## src/rtl/uart_tuning_rx.sv

```systemverilog
// ---------------------------------------------------------------------------
// uart_tuning_rx
//
// Receives 8N1 UART bytes (LSB first, idle high) and assembles 6-byte tuning
// frames of the form  0xA5, B0, B1, B2, B3, CHK  where CHK = B0^B1^B2^B3.
// A frame with a matching checksum updates the 32-bit frequency tuning word
// ftw = {B3,B2,B1,B0} that feeds the downstream OOK DDS phase accumulator.
//
// Ports
//   clk        in   1   single clock, all state changes on rising edge
//   rst_n      in   1   asynchronous active-low reset
//   rx         in   1   asynchronous UART serial line
//   ftw        out  32  current tuning word, held between valid frames
//   ftw_valid  out  1   one-cycle pulse in the cycle ftw takes a new value
//   frame_err  out  1   one-cycle pulse when a byte or frame is rejected
//
// Output handshake: ftw_valid is a pure strobe with no ready/back-pressure.
// The consumer must capture ftw in the cycle ftw_valid is high (ftw also
// stays stable afterwards until the next pulse). ftw_valid and frame_err are
// produced by the same parser decision and are never high together.
//
// Internal state is kept in two named enum registers (bit_state and
// parser_state) so checkers can bind to them directly.
// ---------------------------------------------------------------------------
module uart_tuning_rx #(
  parameter int CLKS_PER_BIT      = 104,
  parameter int IDLE_TIMEOUT_BITS = 20
) (
  input  logic        clk,
  input  logic        rst_n,
  input  logic        rx,
  output logic [31:0] ftw,
  output logic        ftw_valid,
  output logic        frame_err
);

  localparam int HALF_BIT = CLKS_PER_BIT / 2;
  localparam int CNT_W    = $clog2(CLKS_PER_BIT);
  localparam int TIMEOUT  = IDLE_TIMEOUT_BITS * CLKS_PER_BIT;
  localparam int TO_W     = $clog2(TIMEOUT + 1);

  localparam logic [CNT_W-1:0] BIT_LAST  = CNT_W'(CLKS_PER_BIT - 1);
  localparam logic [CNT_W-1:0] HALF_LAST = CNT_W'(HALF_BIT - 1);
  localparam logic [TO_W-1:0]  TO_MAX    = TO_W'(TIMEOUT);
  localparam logic [7:0]       SYNC_BYTE = 8'hA5;

  typedef enum logic [2:0] {
    BIT_IDLE,
    BIT_START,
    BIT_DATA,
    BIT_STOP,
    BIT_RECOVER
  } bit_state_t;

  typedef enum logic [1:0] {
    P_WAIT_SYNC,
    P_PAYLOAD,
    P_CHECK
  } parser_state_t;

  // -------------------------------------------------------------------------
  // Input synchronizer and start-edge detection
  // -------------------------------------------------------------------------
  logic       rx_meta;
  logic       rx_sync;
  logic [1:0] sync_fill;
  logic       line_high;
  logic       start_edge;

  // The synchronizer flops reset to 1, so right after reset rx_sync would
  // show a false 1->0 edge if the line is held low. sync_fill marks when the
  // synchronizer holds genuine line samples; line_high is the previous
  // genuine sample, so a start needs a real high followed by a real low.
  always_ff @(posedge clk or negedge rst_n) begin
    if (!rst_n) begin
      rx_meta   <= 1'b1;
      rx_sync   <= 1'b1;
      sync_fill <= 2'b00;
      line_high <= 1'b0;
    end else begin
      rx_meta   <= rx;
      rx_sync   <= rx_meta;
      sync_fill <= {sync_fill[0], 1'b1};
      line_high <= sync_fill[1] & rx_sync;
    end
  end

  assign start_edge = line_high & ~rx_sync;

  // -------------------------------------------------------------------------
  // Bit receiver FSM
  // -------------------------------------------------------------------------
  bit_state_t       bit_state, bit_state_n;
  logic [CNT_W-1:0] bit_cnt, bit_cnt_n;
  logic [2:0]       bit_idx, bit_idx_n;
  logic [7:0]       shift_reg, shift_n;
  logic             byte_stb, byte_stb_n;
  logic             stop_err, stop_err_n;

  always_ff @(posedge clk or negedge rst_n) begin
    if (!rst_n) begin
      bit_state <= BIT_IDLE;
      bit_cnt   <= '0;
      bit_idx   <= '0;
      shift_reg <= '0;
      byte_stb  <= 1'b0;
      stop_err  <= 1'b0;
    end else begin
      bit_state <= bit_state_n;
      bit_cnt   <= bit_cnt_n;
      bit_idx   <= bit_idx_n;
      shift_reg <= shift_n;
      byte_stb  <= byte_stb_n;
      stop_err  <= stop_err_n;
    end
  end

  always_comb begin
    bit_state_n = bit_state;
    bit_cnt_n   = bit_cnt;
    bit_idx_n   = bit_idx;
    shift_n     = shift_reg;
    byte_stb_n  = 1'b0;
    stop_err_n  = 1'b0;

    case (bit_state)
      BIT_IDLE: begin
        bit_cnt_n = '0;
        if (start_edge) begin
          bit_state_n = BIT_START;
        end
      end

      // Re-check the line half a bit in: a low level here is a genuine start
      // bit and the sample point is now centred in the bit cell.
      BIT_START: begin
        if (bit_cnt == HALF_LAST) begin
          bit_cnt_n = '0;
          if (!rx_sync) begin
            bit_state_n = BIT_DATA;
            bit_idx_n   = '0;
          end else begin
            bit_state_n = BIT_IDLE;
          end
        end else begin
          bit_cnt_n = bit_cnt + 1'b1;
        end
      end

      BIT_DATA: begin
        if (bit_cnt == BIT_LAST) begin
          bit_cnt_n = '0;
          shift_n   = {rx_sync, shift_reg[7:1]};
          if (bit_idx == 3'd7) begin
            bit_state_n = BIT_STOP;
          end else begin
            bit_idx_n = bit_idx + 1'b1;
          end
        end else begin
          bit_cnt_n = bit_cnt + 1'b1;
        end
      end

      BIT_STOP: begin
        if (bit_cnt == BIT_LAST) begin
          bit_cnt_n = '0;
          if (rx_sync) begin
            byte_stb_n  = 1'b1;
            bit_state_n = BIT_IDLE;
          end else begin
            stop_err_n  = 1'b1;
            bit_state_n = BIT_RECOVER;
          end
        end else begin
          bit_cnt_n = bit_cnt + 1'b1;
        end
      end

      // Framing error: wait for the line to return high before hunting for
      // the next start edge.
      BIT_RECOVER: begin
        bit_cnt_n = '0;
        if (rx_sync) begin
          bit_state_n = BIT_IDLE;
        end
      end

      default: begin
        bit_state_n = BIT_IDLE;
        bit_cnt_n   = '0;
      end
    endcase
  end

  // -------------------------------------------------------------------------
  // Mid-frame idle timeout
  // -------------------------------------------------------------------------
  logic [TO_W-1:0] to_cnt;
  logic            timeout_hit;
  parser_state_t   parser_state, parser_state_n;

  // Only meaningful while a frame is partially received; a received byte
  // has priority over a coincident expiry.
  assign timeout_hit = (to_cnt == TO_MAX) && (parser_state != P_WAIT_SYNC) &&
                       (bit_state == BIT_IDLE) && !byte_stb;

  always_ff @(posedge clk or negedge rst_n) begin
    if (!rst_n) begin
      to_cnt <= '0;
    end else if (byte_stb || (bit_state != BIT_IDLE) || timeout_hit) begin
      to_cnt <= '0;
    end else if (to_cnt != TO_MAX) begin
      // Saturate so a long idle in WAIT_SYNC never wraps the counter.
      to_cnt <= to_cnt + 1'b1;
    end
  end

  // -------------------------------------------------------------------------
  // Frame parser
  // -------------------------------------------------------------------------
  logic [1:0]  pay_idx, pay_idx_n;
  logic [31:0] shadow, shadow_n;
  logic [31:0] ftw_n;
  logic        ftw_valid_n;
  logic        frame_err_n;
  logic [7:0]  chk_calc;

  assign chk_calc = shadow[7:0] ^ shadow[15:8] ^ shadow[23:16] ^ shadow[31:24];

  always_ff @(posedge clk or negedge rst_n) begin
    if (!rst_n) begin
      parser_state <= P_WAIT_SYNC;
      pay_idx      <= '0;
      shadow       <= '0;
      ftw          <= '0;
      ftw_valid    <= 1'b0;
      frame_err    <= 1'b0;
    end else begin
      parser_state <= parser_state_n;
      pay_idx      <= pay_idx_n;
      shadow       <= shadow_n;
      ftw          <= ftw_n;
      ftw_valid    <= ftw_valid_n;
      frame_err    <= frame_err_n;
    end
  end

  always_comb begin
    parser_state_n = parser_state;
    pay_idx_n      = pay_idx;
    shadow_n       = shadow;
    ftw_n          = ftw;
    ftw_valid_n    = 1'b0;
    frame_err_n    = 1'b0;

    if (stop_err) begin
      // A byte with a bad stop bit poisons whatever frame was in progress.
      frame_err_n    = 1'b1;
      parser_state_n = P_WAIT_SYNC;
    end else if (byte_stb) begin
      case (parser_state)
        P_WAIT_SYNC: begin
          if (shift_reg == SYNC_BYTE) begin
            parser_state_n = P_PAYLOAD;
            pay_idx_n      = '0;
          end
        end

        // Payload bytes arrive B0 first and fill the shadow register from the
        // low byte upward; 0xA5 is plain data in this state.
        P_PAYLOAD: begin
          shadow_n[{pay_idx, 3'b000} +: 8] = shift_reg;
          if (pay_idx == 2'd3) begin
            parser_state_n = P_CHECK;
          end else begin
            pay_idx_n = pay_idx + 1'b1;
          end
        end

        P_CHECK: begin
          if (shift_reg == chk_calc) begin
            ftw_n       = shadow;
            ftw_valid_n = 1'b1;
          end else begin
            frame_err_n = 1'b1;
          end
          parser_state_n = P_WAIT_SYNC;
        end

        default: begin
          parser_state_n = P_WAIT_SYNC;
        end
      endcase
    end else if (timeout_hit) begin
      frame_err_n    = 1'b1;
      parser_state_n = P_WAIT_SYNC;
    end
  end

endmodule

```

## config.mk

```make
export PLATFORM = sky130hd
export DESIGN_NAME = uart_tuning_rx
export DESIGN_NICKNAME = d
export VERILOG_FILES = /design/src/rtl/uart_tuning_rx.sv
export SDC_FILE = /design/constraint.sdc
export NUM_CORES = 1
export LEC_CHECK = 0
export CAP_MARGIN = 25
export CORE_UTILIZATION = 40
export DETAILED_ROUTE_END_ITERATION = 6
export PLACE_DENSITY_LB_ADDON = 0.1
export SYNTH_ARGS = -nofsm -noshare
export SYNTH_HDL_FRONTEND = slang
export SYNTH_SLANG_ARGS = --single-unit
```

## constraint.sdc

```tcl
create_clock -name clk -period 5.7 [get_ports clk]
set_input_delay 1.14 -clock clk [delete_from_list [all_inputs] [get_ports clk]]
set_output_delay 1.14 -clock clk [all_outputs]
set_load 0.05 [all_outputs]
```

==> impl_metrics.xml <==
<?xml version="1.0" encoding="UTF-8"?>
<metrics>
  <group name="run_status">
    <metric name="status" unit="">finished, final reports clean</metric>
  </group>
  <group name="die">
    <metric name="floorplan.rows" unit="">40</metric>
    <metric name="num_io_pins" unit="">37</metric>
    <metric name="die_area" unit="mm²">0.0132</metric>
    <metric name="chipHeight" unit="µm">115</metric>
    <metric name="initial_utilization" unit="">0.419</metric>
    <metric name="core_area" unit="mm²">0.0122</metric>
    <metric name="die_x" unit="µm">115</metric>
  </group>
  <group name="power_and_ir_drop">
    <metric name="comb_power_share" unit="">0.081</metric>
    <metric name="power.sequential.fraction" unit="">0.538</metric>
    <metric name="power_density" unit="mW/mm²">264</metric>
    <metric name="ir_drop" unit="V">0.000207</metric>
    <metric name="switching_share" unit="">0.262</metric>
    <metric name="static-leakage-power" unit="nW">2.71</metric>
    <metric name="clock_power_share" unit="">0.381</metric>
    <metric name="p_int" unit="mW">1.15</metric>
    <metric name="switch_pwr" unit="µW">410</metric>
  </group>
  <group name="place">
    <metric name="gp_congestion" unit="">0.768</metric>
    <metric name="post-place-ws" unit="ps">3120</metric>
    <metric name="place_hpwl" unit="µm">6740</metric>
    <metric name="numPortBuffers" unit="">36</metric>
    <metric name="placed_cells_incl_taps" unit="">629</metric>
  </group>
  <group name="cells_and_area">
    <metric name="layout_top_registers" unit="">ftw: 32 flops, shadow: 32 flops, to_cnt: 12 flops</metric>
    <metric name="final-instance-count-excl-fill" unit="">646</metric>
    <metric name="ant_cells" unit="">0</metric>
    <metric name="num-nets-final" unit="">487</metric>
    <metric name="drive_above_1_share" unit="">0.146</metric>
    <metric name="area_growth" unit="%">15.9</metric>
    <metric name="fillers" unit="">1146</metric>
  </group>
  <group name="clocking">
    <metric name="cts_inserted_buffers" unit="">9</metric>
    <metric name="cts.sinks" unit="">110</metric>
    <metric name="clock_tree.buffer_depth" unit="">2</metric>
    <metric name="cts_post_setup_buffers_inserted" unit="">0</metric>
    <metric name="htreeDepth" unit="">3</metric>
    <metric name="clockRootBuffer" unit="">clkbuf_16</metric>
    <metric name="postCtsHoldBufs" unit="">0</metric>
    <metric name="clock_latency" unit="ps">360</metric>
    <metric name="tritoncts" unit="">yes</metric>
    <metric name="path_clk_slew" unit="ps">70</metric>
    <metric name="post_cts_gate_resize_count" unit="">0</metric>
  </group>
  <group name="synth">
    <metric name="synth.largest_area_cell" unit="">dfrtp_1</metric>
    <metric name="synth-async-reset-ratio" unit="">1.00</metric>
    <metric name="synth_cells" unit="">434</metric>
    <metric name="synth_seq_cells" unit="">110</metric>
    <metric name="ys_types" unit="">42</metric>
    <metric name="synth_nets" unit="">448</metric>
    <metric name="syn_area" unit="mm²">0.00511</metric>
    <metric name="synthMostInstantiatedCell" unit="">dfrtp_1</metric>
    <metric name="ys_dominant_reg_cell" unit="">dfrtp_1</metric>
    <metric name="synth.top_cell.area_share" unit="">0.529</metric>
    <metric name="synth.area.top_cells" unit="">dfrtp_1 53%, mux2_4 8.5%, nand2_1 5.9%</metric>
    <metric name="ys_warn_count" unit="">0</metric>
    <metric name="synthTopCellsByCount" unit="">108 x dfrtp_1, 80 x nand2_1, 38 x o21ai_0, 31 x nor2_1, 29 x mux2_4</metric>
    <metric name="syn-mean-instance-area" unit="µm²">11.8</metric>
    <metric name="synth-edff-count" unit="">0</metric>
    <metric name="sequential_fraction_of_the_synthesis_area" unit="">0.539</metric>
  </group>
  <group name="worst_setup_path">
    <metric name="critical_path.n_buffers_inverters" unit="">1</metric>
    <metric name="timing.critical_path.max_delay_family" unit="">buffers and inverters</metric>
    <metric name="timing.critical_path.fanout_max" unit="">2</metric>
    <metric name="timing.critical_path.cells" unit="">clkdlybuf4s50_1</metric>
    <metric name="setup.worst_path.end_class" unit="">primary output</metric>
    <metric name="setup.worst_path.class" unit="">reg -&gt; out</metric>
    <metric name="start_kind" unit="">flip-flop</metric>
    <metric name="cp.arrival" unit="ps">1540</metric>
    <metric name="crit_path_required_time" unit="ps">4560</metric>
    <metric name="critical-path-max-stage-delay" unit="ps">810</metric>
    <metric name="crit_path_top_delay_cell" unit="">clkdlybuf4s50_1</metric>
  </group>
  <group name="worst_hold_path">
    <metric name="hold_path_class" unit="">reg -&gt; reg</metric>
  </group>
  <group name="routing">
    <metric name="initialDrtViolationCount" unit="">141</metric>
    <metric name="wirelength" unit="µm">9850</metric>
    <metric name="route.detailed.wl_per_inst" unit="µm">15.3</metric>
    <metric name="final_antenna_net_count" unit="">0</metric>
    <metric name="drc" unit="">0</metric>
    <metric name="routed-via-count" unit="">3142</metric>
    <metric name="drt-vias-per-instance" unit="">4.86</metric>
    <metric name="drt_pass1_iterations" unit="">4</metric>
  </group>
  <group name="timing">
    <metric name="timing_hold_violations_final" unit="">0</metric>
    <metric name="fin_crit" unit="ps">2680</metric>
    <metric name="setup_repair_after_global_routing_missed_its_margin" unit="">false</metric>
    <metric name="max-slew-margin-rel" unit="">0.330</metric>
    <metric name="setup_ws" unit="ps">3020</metric>
    <metric name="fin_tns_setup" unit="ps">0</metric>
    <metric name="worst_hold_slack" unit="ps">358</metric>
    <metric name="max_slew.worst_pin.slew" unit="ps">1000</metric>
    <metric name="achievable-frequency" unit="MHz">373</metric>
    <metric name="layout_worst_path_cycle_share" unit="">0.470</metric>
    <metric name="setup_viol" unit="">0</metric>
    <metric name="clock_skew" unit="ps">9.45</metric>
    <metric name="final_number_of_max_transition_violations" unit="">0</metric>
  </group>
  <group name="grt">
    <metric name="grt_pass1_vias" unit="">3170</metric>
    <metric name="gr-usage-all-layers" unit="">0.170</metric>
    <metric name="grt_start_max_net_pins" unit="">58</metric>
    <metric name="met1_usage" unit="">0.250</metric>
    <metric name="number_of_antenna_violations_at_the_first_check_in_global_routing" unit="">0</metric>
    <metric name="grt.met3_usage" unit="">0.0385</metric>
    <metric name="gr-total-overflow" unit="">0</metric>
    <metric name="grt_pass1_wl" unit="µm">16800</metric>
    <metric name="globalRouteMet2Util" unit="">0.243</metric>
    <metric name="grt-busiest-layer" unit="">met1</metric>
  </group>
  <group name="run">
    <metric name="max-cap-violations" unit="">0</metric>
  </group>
</metrics>
-- logic make-up after synthesis --
| group | Yosys count | share of synthesized area |
|---|---|---|
| simple gates | 155 | 0.147 |
| mux | 44 | 0.118 |
| compound gates | 54 | 0.0619 |
| other cells | 1 | 0.000733 |
| fa+ha+maj | 11 | 0.0269 |
| buf+inv | 21 | 0.0198 |
| flops | 110 | 0.539 |
| xor+xnor | 38 | 0.0866 |
-- per-layer routing --
layer	up-vias	wire length [µm]	share of wire
met5	-	0	0
met4	0	79	0.0080
met3	7	332	0.034
met2	44	4320	0.44
met1	1529	5120	0.52
li1	1562	-	-
-- per-stage QoR --
| stage | instance area [µm²] | power, mW | utilization |
|---|---|---|---|
| finish | 5930 | 1.56 | 0.485 |
| global placement | 5620 | 0.984 | 0.460 |
| floorplan | 5110 | 0.946 | - |
| CTS | 5920 | 1.59 | 0.485 |
| global route | 5930 | 1.64 | 0.485 |
| detailed placement | 5650 | 0.987 | 0.462 |
-- cells in the final DEF, fill, tap and decap left out, types with 2 or more instances in the layout --
cell type        netlist  final
o21ai_0               38     38
nand2b_1               3      3
and3_1                 3      3
clkdlybuf4s50_1        0     35
nand4_1                3      3
nor4b_1                2      2
a22o_1                 6      6
nor2b_1                3      3
nand2_1               80     80
nor4bb_1               2      2
and2_1                 3      3
nand3_1                3      3
dfrtp_1              108    108
dfstp_2                2      2
buf_4                  0      2
xnor2_1               12     12
buf_2                  0      2
nand4bb_1              3      3
mux2_4                29     29
xor2_1                18     18
clkinv_2               0      2
nor4_2                 2      2
clkbuf_16              0      9
inv_1                  9      9
nor3b_1                4      4
ha_1                  11     11
a21oi_1                4      4
nor2_1                31     31
nor3_1                 6      6
xnor3_1                8      8
mux2_2                14     14
a2111oi_0              2      2
-- layout make-up --
type                       count  area (µm²)  share of cell area
tap                          168         210              0.0355
multi-input combinational    303        2260               0.381
clock buffer                  10         229              0.0386
timing repair buffer          40         395              0.0667
clock inverter                 6        46.3             0.00781
sequential                   110        2760               0.465
inverter                       9        33.8             0.00570
-- power groups by stage --
stage / clock network, mW / registers, mW / logic [mW]
after floorplan: 0 / 0.844 / 0.102
after global placement: 0 / 0.856 / 0.128
after detailed placement: 0 / 0.857 / 0.130
after CTS: 0.616 / 0.841 / 0.130
after global routing: 0.647 / 0.847 / 0.149
final: 0.597 / 0.842 / 0.126
-- worst paths after layout --
kind                            depth (start not counted)         end         start  slack [ps]
worst max register to register                          6     ftw[21]  shift_reg[5]        3100
worst min register to register                          0     rx_sync       rx_meta         360
min in group asynchronous                               1   to_cnt[4]         rst_n         830
worst max-delay path                                    1      ftw[2]        ftw[2]        3020
worst min-delay path                                    0     rx_sync       rx_meta         360
max in group asynchronous                               2  shadow[12]         rst_n        3700
No activity file was read; power rests on OpenSTA's default activity.
